<file path="src/rtl/arbiter_rr4.sv">
// arbiter_rr4 -- four-way round-robin arbiter with a bounded grant hold time.
//
// A single owner is granted at a time. The grant ends when the owner signals
// it is finished, drops its request, or has held the grant for MAX_HOLD
// cycles. In the last case a one-cycle timeout pulse follows. After every
// grant the search pointer moves to the requester just past the previous
// owner, so a requester that re-asserts waits behind everyone else pending.
//
// Parameters
//   MAX_HOLD   maximum consecutive cycles a grant is held (2..255)
//
// Ports
//   clk        rising-edge clock
//   rst_n      asynchronous active-low reset
//   req[3:0]   request lines, bit i = requester i
//   rls        release: the current owner is finished; only looked at
//              while a grant is live (the word "release" is reserved in
//              SystemVerilog, hence the short name)
//   gnt_idx    binary index of the granted requester (feeds a 2-to-4 decoder)
//   gnt_valid  gnt_idx is a live grant
//   timeout    one-cycle pulse after a grant is revoked by the hold limit

module arbiter_rr4 #(
  parameter int MAX_HOLD = 15
) (
  input  logic       clk,
  input  logic       rst_n,
  input  logic [3:0] req,
  input  logic       rls,
  output logic [1:0] gnt_idx,
  output logic       gnt_valid,
  output logic       timeout
);

  typedef enum logic {
    IDLE  = 1'b0,
    GRANT = 1'b1
  } state_t;

  localparam logic [7:0] HOLD_LAST = 8'(MAX_HOLD - 1);

  state_t     state;
  logic [1:0] ptr;
  logic [7:0] hold_cnt;
  logic [1:0] pick;
  logic       hold_hit;
  logic       owner_drop;
  logic       grant_exit;

  // Rotating priority search. The loop walks from the lowest priority offset
  // (ptr+3) down to ptr, so the last hit written is the highest-priority
  // requester. When nothing is requesting, pick is unused.
  always_comb begin
    pick = ptr;
    for (int i = 3; i >= 0; i--) begin
      if (req[ptr + 2'(i)]) begin
        pick = ptr + 2'(i);
      end
    end
  end

  // Grant exit reasons. A timeout is reported only when the hold limit is the
  // sole reason; a release or dropped request on the same edge counts as a
  // normal exit.
  assign hold_hit   = (hold_cnt == HOLD_LAST);
  assign owner_drop = ~req[gnt_idx];
  assign grant_exit = rls | owner_drop | hold_hit;

  // Two-state grant FSM with all outputs registered. Leaving GRANT always
  // passes through IDLE for at least one cycle, which guarantees the low gap
  // on gnt_valid between consecutive grants and clears the timeout pulse.
  always_ff @(posedge clk or negedge rst_n) begin
    if (!rst_n) begin
      state     <= IDLE;
      ptr       <= 2'd0;
      hold_cnt  <= 8'd0;
      gnt_idx   <= 2'd0;
      gnt_valid <= 1'b0;
      timeout   <= 1'b0;
    end else begin
      timeout <= 1'b0;
      case (state)
        IDLE: begin
          if (|req) begin
            gnt_idx   <= pick;
            gnt_valid <= 1'b1;
            hold_cnt  <= 8'd0;
            state     <= GRANT;
          end
        end
        GRANT: begin
          if (grant_exit) begin
            gnt_valid <= 1'b0;
            ptr       <= gnt_idx + 2'd1;
            timeout   <= hold_hit & ~rls & ~owner_drop;
            state     <= IDLE;
          end else begin
            hold_cnt <= hold_cnt + 8'd1;
          end
        end
        default: begin
          state <= IDLE;
        end
      endcase
    end
  end

endmodule

</file>
<file path="config.mk">
export PLATFORM = sky130hd
export DESIGN_NAME = arbiter_rr4
export DESIGN_NICKNAME = d
export VERILOG_FILES = /design/src/rtl/arbiter_rr4.sv
export SDC_FILE = /design/constraint.sdc
export NUM_CORES = 1
export LEC_CHECK = 0
export ABC_AREA = 1
export CAP_MARGIN = 10
export CORE_ASPECT_RATIO = 0.9
export CORE_MARGIN = 5
export CORE_UTILIZATION = 55
export DETAILED_ROUTE_END_ITERATION = 12
export GPL_ROUTABILITY_DRIVEN = 0
export GPL_TIMING_DRIVEN = 0
export PLACE_DENSITY = 0.8
export SLEW_MARGIN = 25
export SYNTH_ARGS = -nofsm -noshare
export SYNTH_HDL_FRONTEND = slang
export SYNTH_SLANG_ARGS = --single-unit
</file>
<file path="constraint.sdc">
create_clock -name clk -period 2.2 [get_ports clk]
set_input_delay 0.55 -clock clk [delete_from_list [all_inputs] [get_ports clk]]
set_output_delay 0.55 -clock clk [all_outputs]
set_load 0.01 [all_outputs]
</file>
==> impl_metrics.toml, run 1 <==
[outcome]
status = "finished clean"

[drt]
via_count = 933
drtPass1Iterations = 4
vias_per_cell = 5.126
ant_nets = 0
drc_errors = 0
wl_per_cell_um = 11.81
drtIter0Drc = 47
wl_um = 2150

[floorplan]
dieHeight_um = 50.85
io_pins = 11
num_rows = 14
die-area_um2 = 2816
start_util = 0.5940
design.core.area_um2 = 1717
die_x_um = 55.39

[global_routing]
grt_pass1_wl_um = 3843
track_usage = 0.1696
antenna_found_initial = 0
grt_overflow = 0
grt_max_degree = 16
grt_pass1_vias = 896

[layout]
fin_nets = 168
final_cells = 182
final_cell_mix = "nand2_1 (55), inv_1 (17), dfrtp_1 (15)"
area_delta_synth_final_pct = 15.34
utilization = 0.6851
final_common_cell = "nand2_1"
fill_cells = 152
drive_above_1_share = 0.08861
antenna_cells = 0

[hold_path]
hold_path.class = "register to register"

[sta]
finalSetupViolCount = 0
hold_violations = 0
setup_slack_ps = 271.8
tightest_slew_ps = 649.9
whs_ps = 506.3
finalWorstPathRequiredPeriod_ps = 1928
fmax_ghz = 0.5186
clock_skew_ps = 4.793
timing.final.crit_share = 0.8765
timing.slew.headroom = 0.5654
rsz0062_at_grt = "no"
report.final.slew_viol_count = 0
tns_ps = 0

[clocking]
numCtsBuffers = 3
clkTransAtPathRegs_ps = 80
cts.sinks = 15
clock_path_buffers = 2
cts_tree = "done"
htree_levels = 1
cts_hold_buf = 0
postCtsSetupBuffers = 0
cts_resized = 0
root_buffer = "clkbuf_4"
clk_latency_ps = 280

[job]
drv_cap = 0

[placed_design]
dpl_worst_slack_ps = 118.8
hpwl_um = 1683
dp.cells = 178
portBuffers = 10

[worst_setup_path]
worst_setup_path_start_kind = "register"
cp_cell_sequence = "clkdlybuf4s50_1"
end_kind = "output pin"
cpMaxStageDelayCell = "clkdlybuf4s50_1"
critPathMaxFanout = 8
cpPeakStageDelay_ps = 590
critPathKind = "register to output pin"
cp_top_family = "buffers and inverters"
worst-endpoint-arrival_ps = 1380
path_buf_inv = 1
required_ps = 1650

[synthesis]
yosysUniqueCellTypes = 26
synth-seq-cells = 15
ys_warn_count = 0
synth_nets = 153
synth_edf_count = 0
synth_seq_area_share = 0.3681
netlist_instances = 144
synth_flop_cell = "dfrtp_1"
netlist_area_um2 = 1020
avgSynthCellArea_um2 = 7.081
synth-async-reset-ratio = 1.000

[power]
peakVddDrop_uv = 828.3
leakagePower_nw = 0.5880
cellPowerDensity_nw_per_um2 = 1131
[Yosys cell counts (3+ instances only)]
master,instances,area share
inv_1,17,0.063
nor2_1,6,0.022
nand3_2,4,0.039
nand3_1,14,0.069
o21ai_0,3,0.015
xor2_1,3,0.026
nand2_1,55,0.20
dfrtp_1,15,0.37
o21ai_1,3,0.015
[worst paths after layout]
path                              from     endpoint  slack, ps  cells past startpoint
max                         gnt_idx[0]   gnt_idx[0]        270                      1
min                          gnt_valid    gnt_valid        510                      1
max reg2reg                hold_cnt[0]  hold_cnt[6]        670                      7
min reg2reg                  gnt_valid    gnt_valid        510                      1
max in group asynchronous        rst_n  hold_cnt[6]       1120                      1
min in group asynchronous        rst_n       ptr[1]        660                      1
[power breakdown]
group / switching [mW] / internal, mW / total, mW
Clock: 0.0820 / 0.0703 / 0.152
Sequential: 0.0999 / 0.351 / 0.451
Combinational: 0.443 / 0.284 / 0.727
Total: 0.625 / 0.705 / 1.33
[sequential cells by signal (all words and copies together) (netlist names)]
name,count
timeout,1
gnt_idx,2
state,1
ptr,2
hold_cnt,8
gnt_valid,1
[layer usage]
layer / up-vias / track usage / share of wire
met5: - / 0 / 0
met4: 0 / 0.02429 / 0.0051
met3: 2 / 0.05290 / 0.060
met2: 23 / 0.2913 / 0.45
met1: 419 / 0.2166 / 0.49
li1: 489 / - / -
[through the flow]
step	power, mW	area [µm²]
6_report	1.330	1176
5_1_grt	1.458	1176
4_1_cts	1.339	1176
3_3_place_gp	1.147	1150
2_1_floorplan	0.9662	1020
3_5_place_dp	1.181	1150
[layout make-up]
| type | count | area [µm²] | share of cell area |
|---|---|---|---|
| Buffer | 3 | 23.77 | 0.02021 |
| Clock buffer | 4 | 26.28 | 0.02234 |
| Inverter | 17 | 63.81 | 0.05426 |
| Multi-Input combinational cell | 109 | 556.8 | 0.4734 |
| Sequential cell | 15 | 375.4 | 0.3191 |
| Tap cell | 24 | 30.03 | 0.02553 |
| Timing Repair Buffer | 10 | 100.1 | 0.08511 |
[cell families (layout without fill, tap and decap cells)]
| family | Yosys count | count (layout) | synth area share |
|---|---|---|---|
| AO/OA/AOI/OAI | 13 | 13 | 0.08221 |
| buffers and inverters | 20 | 34 | 0.08589 |
| XOR/XNOR | 5 | 5 | 0.04295 |
| AND/OR/NAND/NOR | 89 | 89 | 0.3963 |
| adder cells (fa/ha/maj) | 2 | 2 | 0.02454 |
| flip-flops | 15 | 15 | 0.3681 |
No activity file was read; power rests on OpenSTA's default activity.
==> run 2, diff against run 1 <==
--- a/config.mk
+++ b/config.mk
@@ -5,15 +5,15 @@
 export SDC_FILE = /design/constraint.sdc
 export NUM_CORES = 1
 export LEC_CHECK = 0
-export ABC_AREA = 1
+export ABC_AREA = 0
 export CAP_MARGIN = 10
 export CORE_ASPECT_RATIO = 0.9
 export CORE_MARGIN = 5
-export CORE_UTILIZATION = 55
+export CORE_UTILIZATION = 35
 export DETAILED_ROUTE_END_ITERATION = 12
 export GPL_ROUTABILITY_DRIVEN = 0
 export GPL_TIMING_DRIVEN = 0
-export PLACE_DENSITY = 0.8
+export PLACE_DENSITY = 0.57
 export SLEW_MARGIN = 25
 export SYNTH_ARGS = -nofsm -noshare
 export SYNTH_HDL_FRONTEND = slang
==> impl_metrics.toml, run 2 <==
[outcome]
status = "finished clean"

[clocking]
numCtsBuffers = 3
htree_levels = 1
clkTransAtPathRegs_ps = 90
cts.sinks = 15
root_buffer = "clkbuf_4"
cts_hold_buf = 0
clk_latency_ps = 280
clock_path_buffers = 2
cts_tree = "done"

[synthesis]
synth-seq-cells = 15
ys_warn_count = 0
synth_most_common_cell = "dfrtp_1"
netlist_area_um2 = 857.1
synth_flop_cell = "dfrtp_1"
ys_top_cells_by_count = "dfrtp_1 (15), inv_1 (6), nand2_1 (5)"
synth_seq_area_share = 0.4380
yosysUniqueCellTypes = 37
synth.top_cell.area_share = 0.4380
synth_edf_count = 0
synth_nets = 92
yosys.area.top_type = "dfrtp_1"
avgSynthCellArea_um2 = 10.33
synth-async-reset-ratio = 1.000
ys_top_cells_by_area = "dfrtp_1 (44%), o31ai_1 (3.5%), o311ai_0 (3.1%)"
netlist_instances = 83

[drt]
wl_um = 1973
drtPass1Iterations = 4
ant_nets = 0
drc_errors = 0
drtIter0Drc = 30
via_count = 748
vias_per_cell = 5.937
wl_per_cell_um = 15.66

[worst_setup_path]
path_buf_inv = 2
cp_top_family = "buffers and inverters"
worst_setup_path_start_kind = "input port"
r2r_slack_ps = 120
required_ps = 2410
cpMaxStageDelayCell = "clkdlybuf4s50_1"
critPathMaxFanout = 10
cp_num_cells = 6
worst-endpoint-arrival_ps = 2360
cpPeakStageDelay_ps = 590
end_kind = "register"
r2r_end = "hold_cnt[7]"
r2r-start = "hold_cnt[0]"
critPathKind = "input port to register"
rr_worst_depth = 7
cp_cell_sequence = "clkdlybuf4s50_1, mux4_2, nand3b_2, buf_6, or4_1, a21oi_1"

[sta]
report.final.slew_viol_count = 0
tightest_slew_ps = 695.8
timing.final.crit_share = 0.9759
timing.slew.headroom = 0.5347
fmax_ghz = 0.4658
tns_ps = 0
rsz0062_at_grt = "no"
clock_skew_ps = 0.8752
finalSetupViolCount = 0
finalWorstPathRequiredPeriod_ps = 2147
hold_violations = 0
whs_ps = 496.6

[hold_path]
whs_endpoint = "gnt_valid"
hold_start = "gnt_valid"
min_path_cells = 1
hold_path.class = "register to register"

[job]
drv_cap = 0

[floorplan]
die-area_um2 = 3540
design.core.area_um2 = 2404
dieHeight_um = 56.95
num_rows = 17
die_x_um = 62.16
io_pins = 11
start_util = 0.3566

[layout]
largest-register = "hold_cnt"
antenna_cells = 0
area_delta_synth_final_pct = 20.88
drive_above_1_share = 0.1429
stdcell_area_um2 = 1036
final_common_cell = "dfrtp_1"
largest_register_ffs = 8
fin_nets = 108
final_cell_mix = "dfrtp_1 (15), clkdlybuf4s50_1 (10), inv_1 (6)"
final_cells = 126
top_regs = "hold_cnt: 8 flops, gnt_idx: 2 flops, ptr: 2 flops"

[power]
leakagePower_nw = 0.4179
finalPower_mw = 1.035
p_int_mw = 0.6399
p_sw_mw = 0.3950
switching_share = 0.3817
comb_power_share = 0.404
cellPowerDensity_nw_per_um2 = 998.9
peakVddDrop_uv = 639.5
power_frac_clock = 0.156
power_frac_seq = 0.439

[placed_design]
dp.cells = 121
hpwl_um = 1426
portBuffers = 10
dpl_cell_area_um2 = 992.2

[global_routing]
grt_pass1_wl_um = 3270
grt_pass1_vias = 686
grt_overflow = 0
track_usage = 0.1150
antenna_found_initial = 0
grt_max_degree = 16
run 2: cell type report:
| class | instances | area [µm²] |
|---|---|---|
| multi-input combinational | 59 | 450.4 |
| inverter | 6 | 22.52 |
| timing repair buffer | 11 | 107.6 |
| fill | 228 | 1368 |
| buffer | 3 | 18.77 |
| tap | 28 | 35.03 |
| clock buffer | 4 | 26.28 |
| sequential | 15 | 375.4 |
run 2: worst reg2reg max path, cell delays in order, from the launching register on:
cell,delay (ps)
dfrtp_1,450
inv_1,80
ha_1,170
or4b_1,500
nor3_4,240
or2_2,140
clkbuf_1,240
o21ai_0,130
run 2: cell families (layout without fill, tap and decap cells):
| logic type | after synthesis | after routing | synth area share |
|---|---|---|---|
| adders and majority gates | 2 | 2 | 0.02919 |
| buffers and inverters | 9 | 24 | 0.04818 |
| muxes | 5 | 5 | 0.07591 |
| and+or+nand+nor | 26 | 26 | 0.1985 |
| xor gates and xnor gates | 2 | 2 | 0.02044 |
| DFF | 15 | 15 | 0.4380 |
| AOI/OAI and AO/OA | 24 | 24 | 0.1898 |
run 2: per-stage QoR:
stage / worst slack (ps) / util
CTS: 62.47 / 0.4263
floorplan: 351.8 / -
global placement: -207.7 / 0.4128
finish: 53.09 / 0.4310
global route: 3.444 / 0.4310
detailed placement: -242.9 / 0.4128
run 2: how the worst max path moves through the flow:
stage	slack, ps	start	to
3_3_place_gp	-210	req[3]	ptr[1]
2_1_floorplan	350	hold_cnt[0]	hold_cnt[7]
3_5_place_dp	-240	req[2]	ptr[1]
5_1_grt	3	req[3]	hold_cnt[5]
6_report	50	req[3]	hold_cnt[5]
4_1_cts	60	hold_cnt[0]	hold_cnt[7]
run 2: routing by layer:
layer  routed length [µm]  part of all wire  global-route usage  vias to the layer above
met1                  940              0.48              0.1501                      355
li1                     -                 -                   -                      356
met4                   17            0.0086             0.02786                        0
met5                    0                 0                   0                        -
met3                  108             0.055             0.03740                        6
met2                  907              0.46              0.1849                       31
run 2: power by group through the flow:
stage	logic [mW]	clock network [mW]	registers, mW
3_5_place_dp	0.414	0	0.457
4_1_cts	0.418	0.169	0.451
5_1_grt	0.462	0.182	0.466
3_3_place_gp	0.404	0	0.451
2_1_floorplan	0.263	0	0.446
6_report	0.418	0.162	0.455
run 2: what timing repair did:
item / CTS / global route
pin swaps: 0 / 1
setup buffers: 0 / 1
gates cloned: 0 / 0
resized for setup: 1 / 1
setup endpoints to repair: 2 / 7
==> run 3, diff against run 2 <==
--- a/config.mk
+++ b/config.mk
@@ -6,13 +6,12 @@
 export NUM_CORES = 1
 export LEC_CHECK = 0
 export ABC_AREA = 0
-export CAP_MARGIN = 10
+export CAP_MARGIN = 30
 export CORE_ASPECT_RATIO = 0.9
 export CORE_MARGIN = 5
 export CORE_UTILIZATION = 35
 export DETAILED_ROUTE_END_ITERATION = 12
 export GPL_ROUTABILITY_DRIVEN = 0
-export GPL_TIMING_DRIVEN = 0
 export PLACE_DENSITY = 0.57
 export SLEW_MARGIN = 25
 export SYNTH_ARGS = -nofsm -noshare
==> impl_metrics.toml, run 3 (synthesized netlist as in run 2, its figures left out) <==
[worst_setup_path]
cpMaxStageDelayCell = "or4_1"
critPathKind = "input port to register"
cpPeakStageDelay_ps = 520
cp_num_cells = 6
r2r-start = "hold_cnt[1]"
path_buf_inv = 2
worst-endpoint-arrival_ps = 2200
rr_worst_depth = 6
required_ps = 2420
cp_cell_sequence = "clkdlybuf4s50_1, buf_4, nor4_1, nor2_1, or4_1, nand2_1"
cp_top_family = "simple AND/OR/NAND/NOR gates"
startpoint = "req[1]"
end_kind = "register"
worst_setup_path_start_kind = "input port"
critPathMaxFanout = 5

[clocking]
root_buffer = "clkbuf_4"
cts.sinks = 15
clk_latency_ps = 280
htree_levels = 1
clkTransAtPathRegs_ps = 80
cts_hold_buf = 0
numCtsBuffers = 3
clock_path_buffers = 2
cts_resized = 0
postCtsSetupBuffers = 0
cts_tree = "done"

[layout]
drive_above_1_share = 0.2095
final_common_cell = "dfrtp_1"
final_cell_mix = "dfrtp_1 (15), buf_4 (11), clkdlybuf4s50_1 (10)"
area_delta_synth_final_pct = 26.28
final_cells = 133
antenna_cells = 0
fin_nets = 115
top_regs = "hold_cnt: 8 flops, gnt_idx: 2 flops, ptr: 2 flops"
largest-register = "hold_cnt"
largest_register_ffs = 8
stdcell_area_um2 = 1082

[placed_design]
portBuffers = 10
dp.cells = 129
dpl_cell_area_um2 = 1056
hpwl_um = 1405

[drt]
wl_per_cell_um = 13.75
drtPass1Iterations = 4
wl_um = 1829
vias_per_cell = 5.308
drtIter0Drc = 23
drc_errors = 0
via_count = 706
ant_nets = 0

[power]
peakVddDrop_uv = 526.1
leakagePower_nw = 0.4559
cellPowerDensity_nw_per_um2 = 970.1
finalPower_mw = 1.050

[sta]
clock_skew_ps = 0.9906
finalSetupViolCount = 0
timing.slew.headroom = 0.7626
hold_violations = 0
report.final.slew_viol_count = 0
rsz0062_at_grt = "no"
tightest_slew_ps = 352.9
finalWorstPathRequiredPeriod_ps = 1981
fmax_ghz = 0.5049
timing.final.crit_share = 0.9003

[floorplan]
die_x_um = 62.16
dieHeight_um = 56.95
design.core.area_um2 = 2404
num_rows = 17
start_util = 0.3566
io_pins = 11
die-area_um2 = 3540

[hold_path]
hold_start = "gnt_valid"
hold_path.class = "register to register"
min_path_cells = 1

[global_routing]
track_usage = 0.1126
grt_overflow = 0
grt_pass1_wl_um = 3222
antenna_found_initial = 0
grt_pass1_vias = 677
grt_max_degree = 16

[job]
drv_cap = 0

[outcome]
status = "finished clean"
-- run 3: final cells by class --
cell class	instances	area (µm²)
multi-input combinational	59	440.4
fill	232	1321
timing repair buffer	21	182.7
inverter	6	22.52
tap	28	35.03
clock buffer	4	26.28
sequential	15	375.4
-- run 3: metrics by stage --
stage / hold slack [ps] / setup WS [ps] / setup TNS (ps) / util
floorplan: 254.4 / 351.8 / 0 / -
global placement: 482.5 / -41.67 / -41.67 / 0.4394
detailed placement: 501.2 / -73.80 / -76.28 / 0.4394
CTS: 520.0 / 214.7 / 0 / 0.4503
global route: 569.6 / 76.72 / 0 / 0.4503
finish: 511.4 / 219.4 / 0 / 0.4503
-- run 3: worst paths after layout --
path                                to  slack [ps]
max                        hold_cnt[6]         220
min                          gnt_valid         510
max reg2reg                hold_cnt[1]         350
min reg2reg                  gnt_valid         510
max in group asynchronous      timeout        1450
min in group asynchronous  hold_cnt[6]         580
-- run 3: report_power, final --
group	switching, mW	total, mW	leakage [nW]	internal [mW]
logic	0.206	0.460	0.245	0.254
registers	0.0888	0.439	0.196	0.350
clock network	0.0808	0.151	0.0150	0.0704
total	0.375	1.05	0.456	0.675
-- run 3: per-layer routing --
| metal | vias up | GRT usage | share of wire |
|---|---|---|---|
| li1 | 363 | - | - |
| met1 | 336 | 0.1652 | 0.54 |
| met2 | 7 | 0.1568 | 0.42 |
| met3 | 0 | 0.04528 | 0.038 |
| met4 | 0 | 0.01858 | 0 |
| met5 | - | 0 | 0 |
